[src/rtl/and_unit_arbiter_pkg.sv]
`default_nettype none
// ============================================================================
// Module  : and_arb_pkg
// Brief   : Shared types and default sizing for the AND-unit arbiter.
// Revision: 1.0 - initial release
// ============================================================================
package and_arb_pkg;

    typedef enum logic [1:0] {
        ST_IDLE = 2'd0,
        ST_EXEC = 2'd1,
        ST_RESP = 2'd2
    } arb_state_t;

    localparam int N_REQ_DEF = 4;
    localparam int DW_DEF    = 8;

endpackage : and_arb_pkg
`default_nettype wire

[src/rtl/and_unit_arbiter_and_pair_unit.sv]
`default_nettype none
// ============================================================================
// Module  : and_pair_unit
// Brief   : Shared combinational bitwise-AND datapath.
// Revision: 1.0 - initial release
// ============================================================================
module and_pair_unit #(
    parameter int DW = 8
) (
    input  logic [DW-1:0] a_i,
    input  logic [DW-1:0] b_i,
    output logic [DW-1:0] y_o
);

    assign y_o = a_i & b_i;

endmodule : and_pair_unit
`default_nettype wire

[src/rtl/and_unit_arbiter_rr_grant.sv]
`default_nettype none
// ============================================================================
// Module  : rr_grant
// Brief   : Combinational round-robin grant starting the search at ptr_i.
// Revision: 1.0 - initial release
// ============================================================================
module rr_grant #(
    parameter  int N_REQ = 4,
    localparam int IDW   = $clog2(N_REQ)
) (
    input  logic [N_REQ-1:0] req_i,
    input  logic [IDW-1:0]   ptr_i,
    output logic [N_REQ-1:0] gnt_onehot_o,
    output logic [IDW-1:0]   gnt_id_o,
    output logic             any_o
);

    localparam logic [2*N_REQ-1:0] C_ONE = {{(2*N_REQ-1){1'b0}}, 1'b1};

    logic [2*N_REQ-1:0] w_dbl;
    logic [2*N_REQ-1:0] w_mask;
    logic [2*N_REQ-1:0] w_masked;
    logic [2*N_REQ-1:0] w_iso;

    // Upper copy of the request vector supplies the wrapped-around candidates.
    always_comb begin
        w_dbl        = {req_i, req_i};
        w_mask       = ~((C_ONE << ptr_i) - C_ONE);
        w_masked     = w_dbl & w_mask;
        w_iso        = w_masked & (~w_masked + C_ONE);
        gnt_onehot_o = w_iso[N_REQ-1:0] | w_iso[2*N_REQ-1:N_REQ];
    end

    always_comb begin
        gnt_id_o = '0;
        for (int i = 0; i < N_REQ; i++) begin
            if (gnt_onehot_o[i]) begin
                gnt_id_o = gnt_id_o | IDW'(i);
            end
        end
    end

    assign any_o = |req_i;

endmodule : rr_grant
`default_nettype wire

[src/rtl/and_unit_arbiter.sv]
`default_nettype none
// ============================================================================
// Module  : and_unit_arbiter
// Brief   : Round-robin sequencer sharing one AND datapath among N_REQ ports.
// Revision: 1.0 - initial release
// ============================================================================
module and_unit_arbiter
    import and_arb_pkg::*;
#(
    parameter  int N_REQ = N_REQ_DEF,
    parameter  int DW    = DW_DEF,
    localparam int IDW   = $clog2(N_REQ)
) (
    input  logic                clk,
    input  logic                rst,
    input  logic [N_REQ-1:0]    req_valid,
    input  logic [N_REQ*DW-1:0] req_a,
    input  logic [N_REQ*DW-1:0] req_b,
    output logic [N_REQ-1:0]    req_ready,
    output logic                rsp_valid,
    input  logic                rsp_ready,
    output logic [DW-1:0]       rsp_data,
    output logic [IDW-1:0]      rsp_id
);

    arb_state_t       state_q;
    logic [IDW-1:0]   rr_ptr_q;
    logic [IDW-1:0]   rr_ptr_d;
    logic [DW-1:0]    a_q;
    logic [DW-1:0]    b_q;
    logic [IDW-1:0]   id_q;
    logic             rsp_valid_q;
    logic [DW-1:0]    rsp_data_q;
    logic [IDW-1:0]   rsp_id_q;

    logic [N_REQ-1:0] w_gnt;
    logic [IDW-1:0]   w_gnt_id;
    logic             w_any;
    logic [DW-1:0]    w_sel_a;
    logic [DW-1:0]    w_sel_b;
    logic [DW-1:0]    w_and;

    rr_grant #(
        .N_REQ (N_REQ)
    ) u_rr_grant (
        .req_i        (req_valid),
        .ptr_i        (rr_ptr_q),
        .gnt_onehot_o (w_gnt),
        .gnt_id_o     (w_gnt_id),
        .any_o        (w_any)
    );

    // One-hot AND-OR mux: non-granted operands cannot leak through.
    always_comb begin
        w_sel_a = '0;
        w_sel_b = '0;
        for (int i = 0; i < N_REQ; i++) begin
            if (w_gnt[i]) begin
                w_sel_a = w_sel_a | req_a[i*DW +: DW];
                w_sel_b = w_sel_b | req_b[i*DW +: DW];
            end
        end
    end

    and_pair_unit #(
        .DW (DW)
    ) u_and_pair_unit (
        .a_i (a_q),
        .b_i (b_q),
        .y_o (w_and)
    );

    assign rr_ptr_d  = (rsp_id_q == IDW'(N_REQ - 1)) ? '0 : rsp_id_q + 1'b1;
    assign req_ready = (state_q == ST_IDLE) ? w_gnt : '0;

    always_ff @(posedge clk) begin
        if (rst) begin
            state_q     <= ST_IDLE;
            rr_ptr_q    <= '0;
            a_q         <= '0;
            b_q         <= '0;
            id_q        <= '0;
            rsp_valid_q <= 1'b0;
            rsp_data_q  <= '0;
            rsp_id_q    <= '0;
        end else begin
            case (state_q)
                ST_IDLE: begin
                    if (w_any) begin
                        a_q     <= w_sel_a;
                        b_q     <= w_sel_b;
                        id_q    <= w_gnt_id;
                        state_q <= ST_EXEC;
                    end
                end
                ST_EXEC: begin
                    rsp_data_q  <= w_and;
                    rsp_id_q    <= id_q;
                    rsp_valid_q <= 1'b1;
                    state_q     <= ST_RESP;
                end
                ST_RESP: begin
                    if (rsp_ready) begin
                        rsp_valid_q <= 1'b0;
                        rr_ptr_q    <= rr_ptr_d;
                        state_q     <= ST_IDLE;
                    end
                end
                default: begin
                    state_q <= ST_IDLE;
                end
            endcase
        end
    end

    assign rsp_valid = rsp_valid_q;
    assign rsp_data  = rsp_data_q;
    assign rsp_id    = rsp_id_q;

endmodule : and_unit_arbiter
`default_nettype wire

[config.mk]
export PLATFORM = sky130hd
export DESIGN_NAME = and_unit_arbiter
export DESIGN_NICKNAME = d
export VERILOG_FILES = /design/src/rtl/and_unit_arbiter_pkg.sv /design/src/rtl/and_unit_arbiter_and_pair_unit.sv /design/src/rtl/and_unit_arbiter_rr_grant.sv /design/src/rtl/and_unit_arbiter.sv
export SDC_FILE = /design/constraint.sdc
export NUM_CORES = 1
export LEC_CHECK = 0
export ABC_AREA = 1
export BUFFER_PORTS_ARGS = -buffer_cell sky130_fd_sc_hd__clkbuf_2
export CORE_MARGIN = 8
export CORE_UTILIZATION = 44
export CTS_CLUSTER_DIAMETER = 80
export DETAILED_ROUTE_END_ITERATION = 10
export GPL_TIMING_DRIVEN = 0
export PLACE_DENSITY = 0.74
export REMOVE_ABC_BUFFERS = 1
export SETUP_SLACK_MARGIN = 0.1
export SLEW_MARGIN = 20
export SYNTH_ARGS = -nofsm -noshare
export SYNTH_HDL_FRONTEND = slang
export SYNTH_HIERARCHICAL = 1
export SYNTH_SLANG_ARGS = --single-unit
[constraint.sdc]
create_clock -name clk -period 2.1 [get_ports clk]
set_input_delay 0.525 -clock clk [delete_from_list [all_inputs] [get_ports clk]]
set_output_delay 0.525 -clock clk [all_outputs]
set_load 0.05 [all_outputs]
==> results of run 1 <==
-- layer usage --
layer  vias up  global-route usage
met5         -                   0
met4         0              0.0717
met3        12              0.0449
met2        67               0.283
met1       898               0.173
li1       1303                   -
-- worst max-delay path, delay by kind of cell, from the launching register on --
| kind | cells | cell delay, ns |
|---|---|---|
| buffers and inverters | 5 | 0.45 |
| AND/OR/NAND/NOR | 5 | 0.33 |
| adder cells (fa/ha/maj) | 1 | 0.27 |
| flip-flops | 1 | 0.36 |
-- synthesized netlist by cell type --
cell and count:
nand2_1 163, inv_1 69, nor2_1 67, dfxtp_1 33
o21ai_0 12, nand2_2 7, buf_2 6, a21oi_1 5
inv_2 5, buf_6 4, nand3_1 4, nand4_1 3
buf_4 2, ha_1 2, nor2_2 2, buf_8 1
clkbuf_4 1, clkbuf_8 1, nand3_4 1, nand3b_1 1
o21ai_1 1
-- registers in the layout (all words and copies together) (netlist names) --
name and cells:
a_q 8, b_q 8, id_q 2, rr_ptr_q 2
rsp_data 8, rsp_id 2, rsp_valid 1, state_q 2
-- power breakdown --
part,leakage [nW],switching [mW],internal (mW),total (mW)
Clock,0.0585,0.231,0.387,0.617
Combinational,1.43,0.423,0.236,0.659
Sequential,0.274,0.0416,0.705,0.746
-- through the flow --
stage | cells | TNS (ns) | hold WS [ns]
5_1_grt | 550 | -0.923 | 0.484
3_3_place_gp | 527 | -9.50 | 0.451
2_1_floorplan | 375 | -2.17 | 0.456
4_1_cts | 549 | -0.584 | 0.461
6_report | 550 | -0.552 | 0.460
3_5_place_dp | 527 | -3.28 | 0.451
-- cell families after synthesis --
kind of cell,count (synthesis)
flip-flops,33
AO/OA/AOI/OAI,18
AND/OR/NAND/NOR,248
adder cells (fa/ha/maj),2
buffers and inverters,89
-- area by class of cell --
cell class              count  area (um2)  share of cell area
clock buffers               7        86.3              0.0294
multi-input cells         268        1190               0.407
inverters                  74         288              0.0982
flip-flops and latches     33         668               0.228
repair buffers            100         582               0.198
clock inverters             1        30.0              0.0102
well taps                  67        83.8              0.0286
-- final timing paths --
kind	from	to	cells past startpoint
setup reg to reg	rr_ptr_q[1]	id_q[0]	15
hold / removal	rsp_valid	rsp_valid	2
hold reg to reg	rsp_valid	rsp_valid	2
setup / recovery	rr_ptr_q[1]	req_ready[2]	11
-- repair_timing --
item	4_1_cts	5_1_grt
setup endpoints to repair	20	21
pin swaps	11	6
resized for setup	31	17
buffers inserted	18	4
==> impl_results.md, run 1 <==
* Global-route wire length before repair at 9.49 mm
* Core utilization of the finished layout at 0.621
* H-Tree Level Count at 2
* Maximum number of pins on one net before global-route repair at 37
* Total cell area at the placement stage at 2550 um2
* Cell area after layout at 2930 um2
* Leading cell types by total area after synthesis: dfxtp_1 (31%), nand2_1 (28%), inv_1 (12%), nor2_1 (12%), o21ai_0 (2.8%)
* Count of nets left with antenna violations after detail routing at 0
* Data arrival time of the critical path at 1.72 ns
* Area of the placeable core at 4720 um2
* Count of endpoints failing hold in the final timing report at 0
* Adder-Cell Fraction of Synth Area at 0.0116
* Distinct cell type count of the synthesized netlist at 21
* Congestion Overflow GR at 0
* Per-cell routed wire length at 10.4 um
* TritonCTS sink count at 33
* Routed metal-1 wirelength at 2.54 mm
* Warnings from Yosys at 6
* Top routing layer in use: met4
* Highest fanout seen on the critical path at 4
* Synth Cell Area at 2160 um2
* Post-cts hold buffer count at 0
* Initial Utilization at 0.458
* Final worst slack at -0.144 ns
* #FFs+latches synth at 33
* Worst ir drop on vdd at 0.293 mV
* Slew at the pin closest to its max-slew limit at 0.696 ns
* Avg Cell Area, Syn at 5.55 um2
* Count of standard-cell rows at 25
* Slowest CP cell: dfxtp_4
* Pins Over Slew Limit at 0
* Number of input and output port buffers inserted at 85
* Main combinational cell family by area after synthesis: simple AND/OR/NAND/NOR gates
* Global router's overall resource usage at 0.161
* Chip height at 86.1 um
* Fmax at 446 MHz
* Total vias in the final route at 2280
* Initial antenna violation count at 0
* CP Launch Type: flop
* Antenna Diode Count at 0
* Fraction of synthesized cell area in xor and xnor cells at 0
* Remaining routing DRC violations at 0
* Area fraction of the dominant cell type after synthesis at 0.305
* Final period util at 1.07
* Buffer depth of the longest clock path at 2
* CTS Buf Count at 5
* Post-synth top area cell: dfxtp_1
* Cell leakage power at 1.76 nW
* Register-to-register setup slack at -0.09 ns
* Most used cell along the critical path: inv_2
* Type of destination of the critical path: primary output
* Layout overhead on the synthesized area at 35.5%
* HPWL after detailed placement at 3.89 mm
* Max stage delay on crit path at 0.36 ns
* Power Total at 2.02 mW
* Fraction of layout instances using a drive strength above 1 at 0.300
* Cell chosen for the clock root: clkbuf_8
* Hold Crit Class: flop to flop
* Synth Area in Simple Gates at 0.455
* GPL Wtd Cong at 0.822
* Part of the Yosys area used for sequential elements at 0.305
* Met3 wire len at 308 um
* Clock tree from TritonCTS: done
* RSZ-0062 raised after global routing: true
* Fin Clk Skew at 0.00240 ns
* DIE AREA at 7420 um2
* Required time of the worst setup path at 1.57 ns
* Count of mapped cells out of synthesis at 390
* Layout Nets at 555
* Clock latency of the later-clocked register in the worst-skew pair at 0.29 ns
* Synthesized-area fraction occupied by ao, oa, aoi and oai cells at 0.0416
* Final period demand of the worst path at 2.24 ns
* Commonest cells after routing, fill and taps aside: nand2_1 (160), clkbuf_2 (81), nor2_1 (63)
* Number of DRC violations after detailed-routing iteration 0 at 81
* Mean number of vias per cell at 4.15
* Slew HR at 0.534
* Cell breakdown of the critical path: nor2_4, inv_2, ha_4, nand2_4, inv_2, nor2_2, nand2_2, clkinvlp_4, inv_2, nor2_4, buf_8
* Leading cell type in the layout, fill and taps excluded: nand2_1
* CTS clock-pin slew for the worst setup and hold paths at 0.06 ns
* Failing checks: negative setup slack
* Pre-CTS setup slack at -0.629 ns
* Filler cells at 470
* I/O pins at 86
* Worst setup path category: flop to primary output
* Count of maximum capacitance violations at 0
* Power density over the cells at 690 nW/um2
* Number of global-route vias before repair at 2216
* 1st-pass router iterations at 4
* Width of the die at 86.1 um
* Result of the run: finished with violations
* Final wirelength at 5.70 mm
* Proportion of synthesized area in mux cells at 0
* Met2 wire length at 2.73 mm
* Setup-violating endpoint count in the final report at 5
No activity file was read; power rests on OpenSTA's default activity.
==> run 2, diff against run 1 <==
--- a/config.mk
+++ b/config.mk
@@ -8,11 +8,11 @@
 export ABC_AREA = 1
 export BUFFER_PORTS_ARGS = -buffer_cell sky130_fd_sc_hd__clkbuf_2
 export CORE_MARGIN = 8
-export CORE_UTILIZATION = 44
+export CORE_UTILIZATION = 49
 export CTS_CLUSTER_DIAMETER = 80
 export DETAILED_ROUTE_END_ITERATION = 10
 export GPL_TIMING_DRIVEN = 0
-export PLACE_DENSITY = 0.74
+export PLACE_DENSITY = 0.79
 export REMOVE_ABC_BUFFERS = 1
 export SETUP_SLACK_MARGIN = 0.1
 export SLEW_MARGIN = 20
==> constraint.sdc (replaced) <==
create_clock -name clk -period 2.4 [get_ports clk]
set_input_delay 0.6 -clock clk [delete_from_list [all_inputs] [get_ports clk]]
set_output_delay 0.6 -clock clk [all_outputs]
set_load 0.05 [all_outputs]
==> impl_results.md, run 2 (synthesized netlist as in run 1, its figures left out) <==
* Result of the run: finished with violations
* Failing checks: negative setup slack
* Worst ir drop on vdd at 0.231 mV (-21%)
* Area of the placeable core at 4290 um2 (-9.1%)
* Switching Fraction at 0.363 (+0.0194)
* Setup-violating endpoint count in the final report at 4 (-1)
* Number of buffer and inverter stages on the critical path at 5 (unchanged)
* Width of the die at 82.4 um (-4.3%)
* Buffer depth of the longest clock path at 2 (unchanged)
* Pint at 1.02 mW (-23%)
* Cell breakdown of the critical path: nor2_4, inv_1, ha_1, nand2_2, inv_2, nor2_2, nand2_2, clkinvlp_4, inv_2, nor2_4, buf_8
* Clock latency of the later-clocked register in the worst-skew pair at 0.28 ns (about the same)
* Startpoint of the worst hold path: rsp_valid
* Count of non-filler cells in the finished layout at 533 (-3.1%)
* TritonCTS sink count at 33 (unchanged)
* Count of endpoints failing hold in the final timing report at 0 (unchanged)
* Core utilization of the finished layout at 0.657 (+0.0364)
* Count of nets left with antenna violations after detail routing at 0 (unchanged)
* Count of standard-cell rows at 24 (-4.0%)
* Max stage delay on crit path at 0.36 ns (about the same)
* Power density over the cells at 569 nW/um2 (-18%)
* Leading cell type in the layout, fill and taps excluded: nand2_1
* Number of global-route vias before repair at 2233 (+0.77%)
* H-Tree Level Count at 2 (unchanged)
* Count of maximum capacitance violations at 0 (unchanged)
* Slew HR at 0.547 (+0.0127)
* Area of the multi-input gates at 1160 um2 (-2.9%)
* Clk pwr share at 0.243 (-0.062)
* Layout Nets at 553 (-0.36%)
* Fin Clk Skew at 0.00406 ns (+0.00166 ns)
* Final wirelength at 5.54 mm (-2.8%)
* Layout overhead on the synthesized area at 30.4%
* Cell depth of the worst flop-to-flop path at 13 (-2)
* Hold Crit Class: flop to flop
* HPWL after detailed placement at 3.89 mm (about the same)
* Required time of the worst setup path at 1.80 ns (+0.23 ns)
* Congestion Overflow GR at 0 (unchanged)
* Data arrival time of the critical path at 1.86 ns (+0.14 ns)
* Slowest CP cell: dfxtp_4
* Maximum number of pins on one net before global-route repair at 37 (unchanged)
* Commonest cells after routing, fill and taps aside: nand2_1 (162), clkbuf_2 (81), nor2_1 (65)
* Power spent charging and discharging nets at 0.583 mW (-16%)
* Initial Utilization at 0.504 (+0.0458)
* 1st-pass router iterations at 4 (unchanged)
* Final period util at 1.03
* CP Launch Type: flop
* Highest fanout seen on the critical path at 4 (unchanged)
* Antenna Diode Count at 0 (unchanged)
* GPL Wtd Cong at 0.770 (-6.3%)
* Chip height at 82.4 um (-4.3%)
* Critical register-to-register path startpoint: rr_ptr_q[1]
* Part of the total power dissipated in combinational logic at 0.350 (+0.024)
* DIE AREA at 6800 um2 (-8.4%)
* Filler cells at 404 (-14%)
* CTS Buf Count at 5 (unchanged)
* Number of input and output port buffers inserted at 85 (unchanged)
* Type of destination of the critical path: primary output
* Clock tree from TritonCTS: done
* Cell chosen for the clock root: clkbuf_8
* Total cell area at the placement stage at 2530 um2 (-0.74%)
* RSZ-0062 raised after global routing: true
* Initial antenna violation count at 0 (unchanged)
* Total negative setup slack at -0.185 ns (+0.367 ns)
* Power Total at 1.60 mW (-21%)
* Number of DRC violations after detailed-routing iteration 0 at 161 (+99%)
* Worst min-delay path endpoint: rsp_valid
* Fraction of layout instances using a drive strength above 1 at 0.274 (-0.0258)
* Global router's overall resource usage at 0.169 (+0.00828)
* Remaining routing DRC violations at 0 (unchanged)
* Worst setup path category: flop to primary output
* Terminus of the critical flop-to-flop path: id_q[0]
* Cell leakage power at 1.72 nW (-1.9%)
* Slew at the pin closest to its max-slew limit at 0.677 ns (-0.0190 ns)
* Largest delay share family, worst path: simple AND/OR/NAND/NOR gates
* CTS clock-pin slew for the worst setup and hold paths at 0.06 ns (about the same)
* I/O pins at 86 (unchanged)
* Final period demand of the worst path at 2.46 ns
* Total vias in the final route at 2322 (+1.8%)
* Register-to-register setup slack at 0.32 ns (+0.41 ns)
* Mean number of vias per cell at 4.36 (+5.1%)
* Pins Over Slew Limit at 0 (unchanged)
* Post-Place Cells at 512 (-2.8%)
* Power share of the sequential group at 0.407 (+0.038)
* Flip-flop and latch area at 668 um2 (unchanged)
* Post-cts hold buffer count at 0 (unchanged)
* Final worst slack at -0.0612 ns (+0.0833 ns)
* Global-route wire length before repair at 9.19 mm (-3.2%)
* Min-Delay Path Depth at 2 (unchanged)
* Per-cell routed wire length at 10.4 um (+0.27%)
* Cell area after layout at 2820 um2 (-3.8%)
* Fmax at 406 MHz
run 2: worst min-delay path, stage by stage (launching register included):
cell and delay, ns:
dfxtp_1 0.31, nand2_1 0.06, a21oi_1 0.05
run 2: final cells by class:
cell class	instances	share of cell area
clock buffer	8	0.0284
inverter	74	0.101
multi-input combinational	268	0.411
sequential	33	0.237
tap	52	0.0231
timing repair buffer	98	0.200
run 2: power by group through the flow:
stage	logic, mW	registers, mW	clock network [mW]
after floorplan	0.295	0.731	0
after detailed placement	0.514	0.666	0
after CTS	0.548	0.654	0.393
final	0.562	0.652	0.390
after global placement	0.505	0.663	0
after global routing	0.641	0.661	0.417
run 2: metal layers:
| layer | global-route usage | vias up | part of all wire |
|---|---|---|---|
| li1 | - | 1296 | - |
| met3 | 0.0325 | 10 | 0.061 |
| met5 | 0 | - | 0 |
| met4 | 0.0772 | 0 | 0.017 |
| met1 | 0.190 | 933 | 0.42 |
| met2 | 0.300 | 83 | 0.50 |
run 2: what timing repair did:
action	CTS	global route
cloned	0	0
endpoints found under the setup margin	4	5
pin swaps	12	11
hold endpoints to repair	0	0
gates resized for setup	20	14
buffers inserted	14	2
run 2: how the worst max path moves through the flow:
stage / cells after the start / endpoint / slack (ns) / start
finish: 11 / req_ready[2] / -0.06 / rr_ptr_q[1]
CTS: 11 / req_ready[2] / -0.02 / rr_ptr_q[0]
global route: 9 / req_ready[1] / -0.13 / rr_ptr_q[1]
detailed placement: 9 / req_ready[0] / -0.35 / rr_ptr_q[1]
global placement: 9 / req_ready[0] / -0.71 / rr_ptr_q[1]
floorplan: 8 / req_ready[0] / -0.51 / rr_ptr_q[1]
run 2: metrics by stage:
stage	hold WS, ns	setup WS [ns]
2_1_floorplan	0.456	-0.513
3_3_place_gp	0.450	-0.707
3_5_place_dp	0.466	-0.352
4_1_cts	0.476	-0.0152
5_1_grt	0.516	-0.125
6_report	0.470	-0.0612
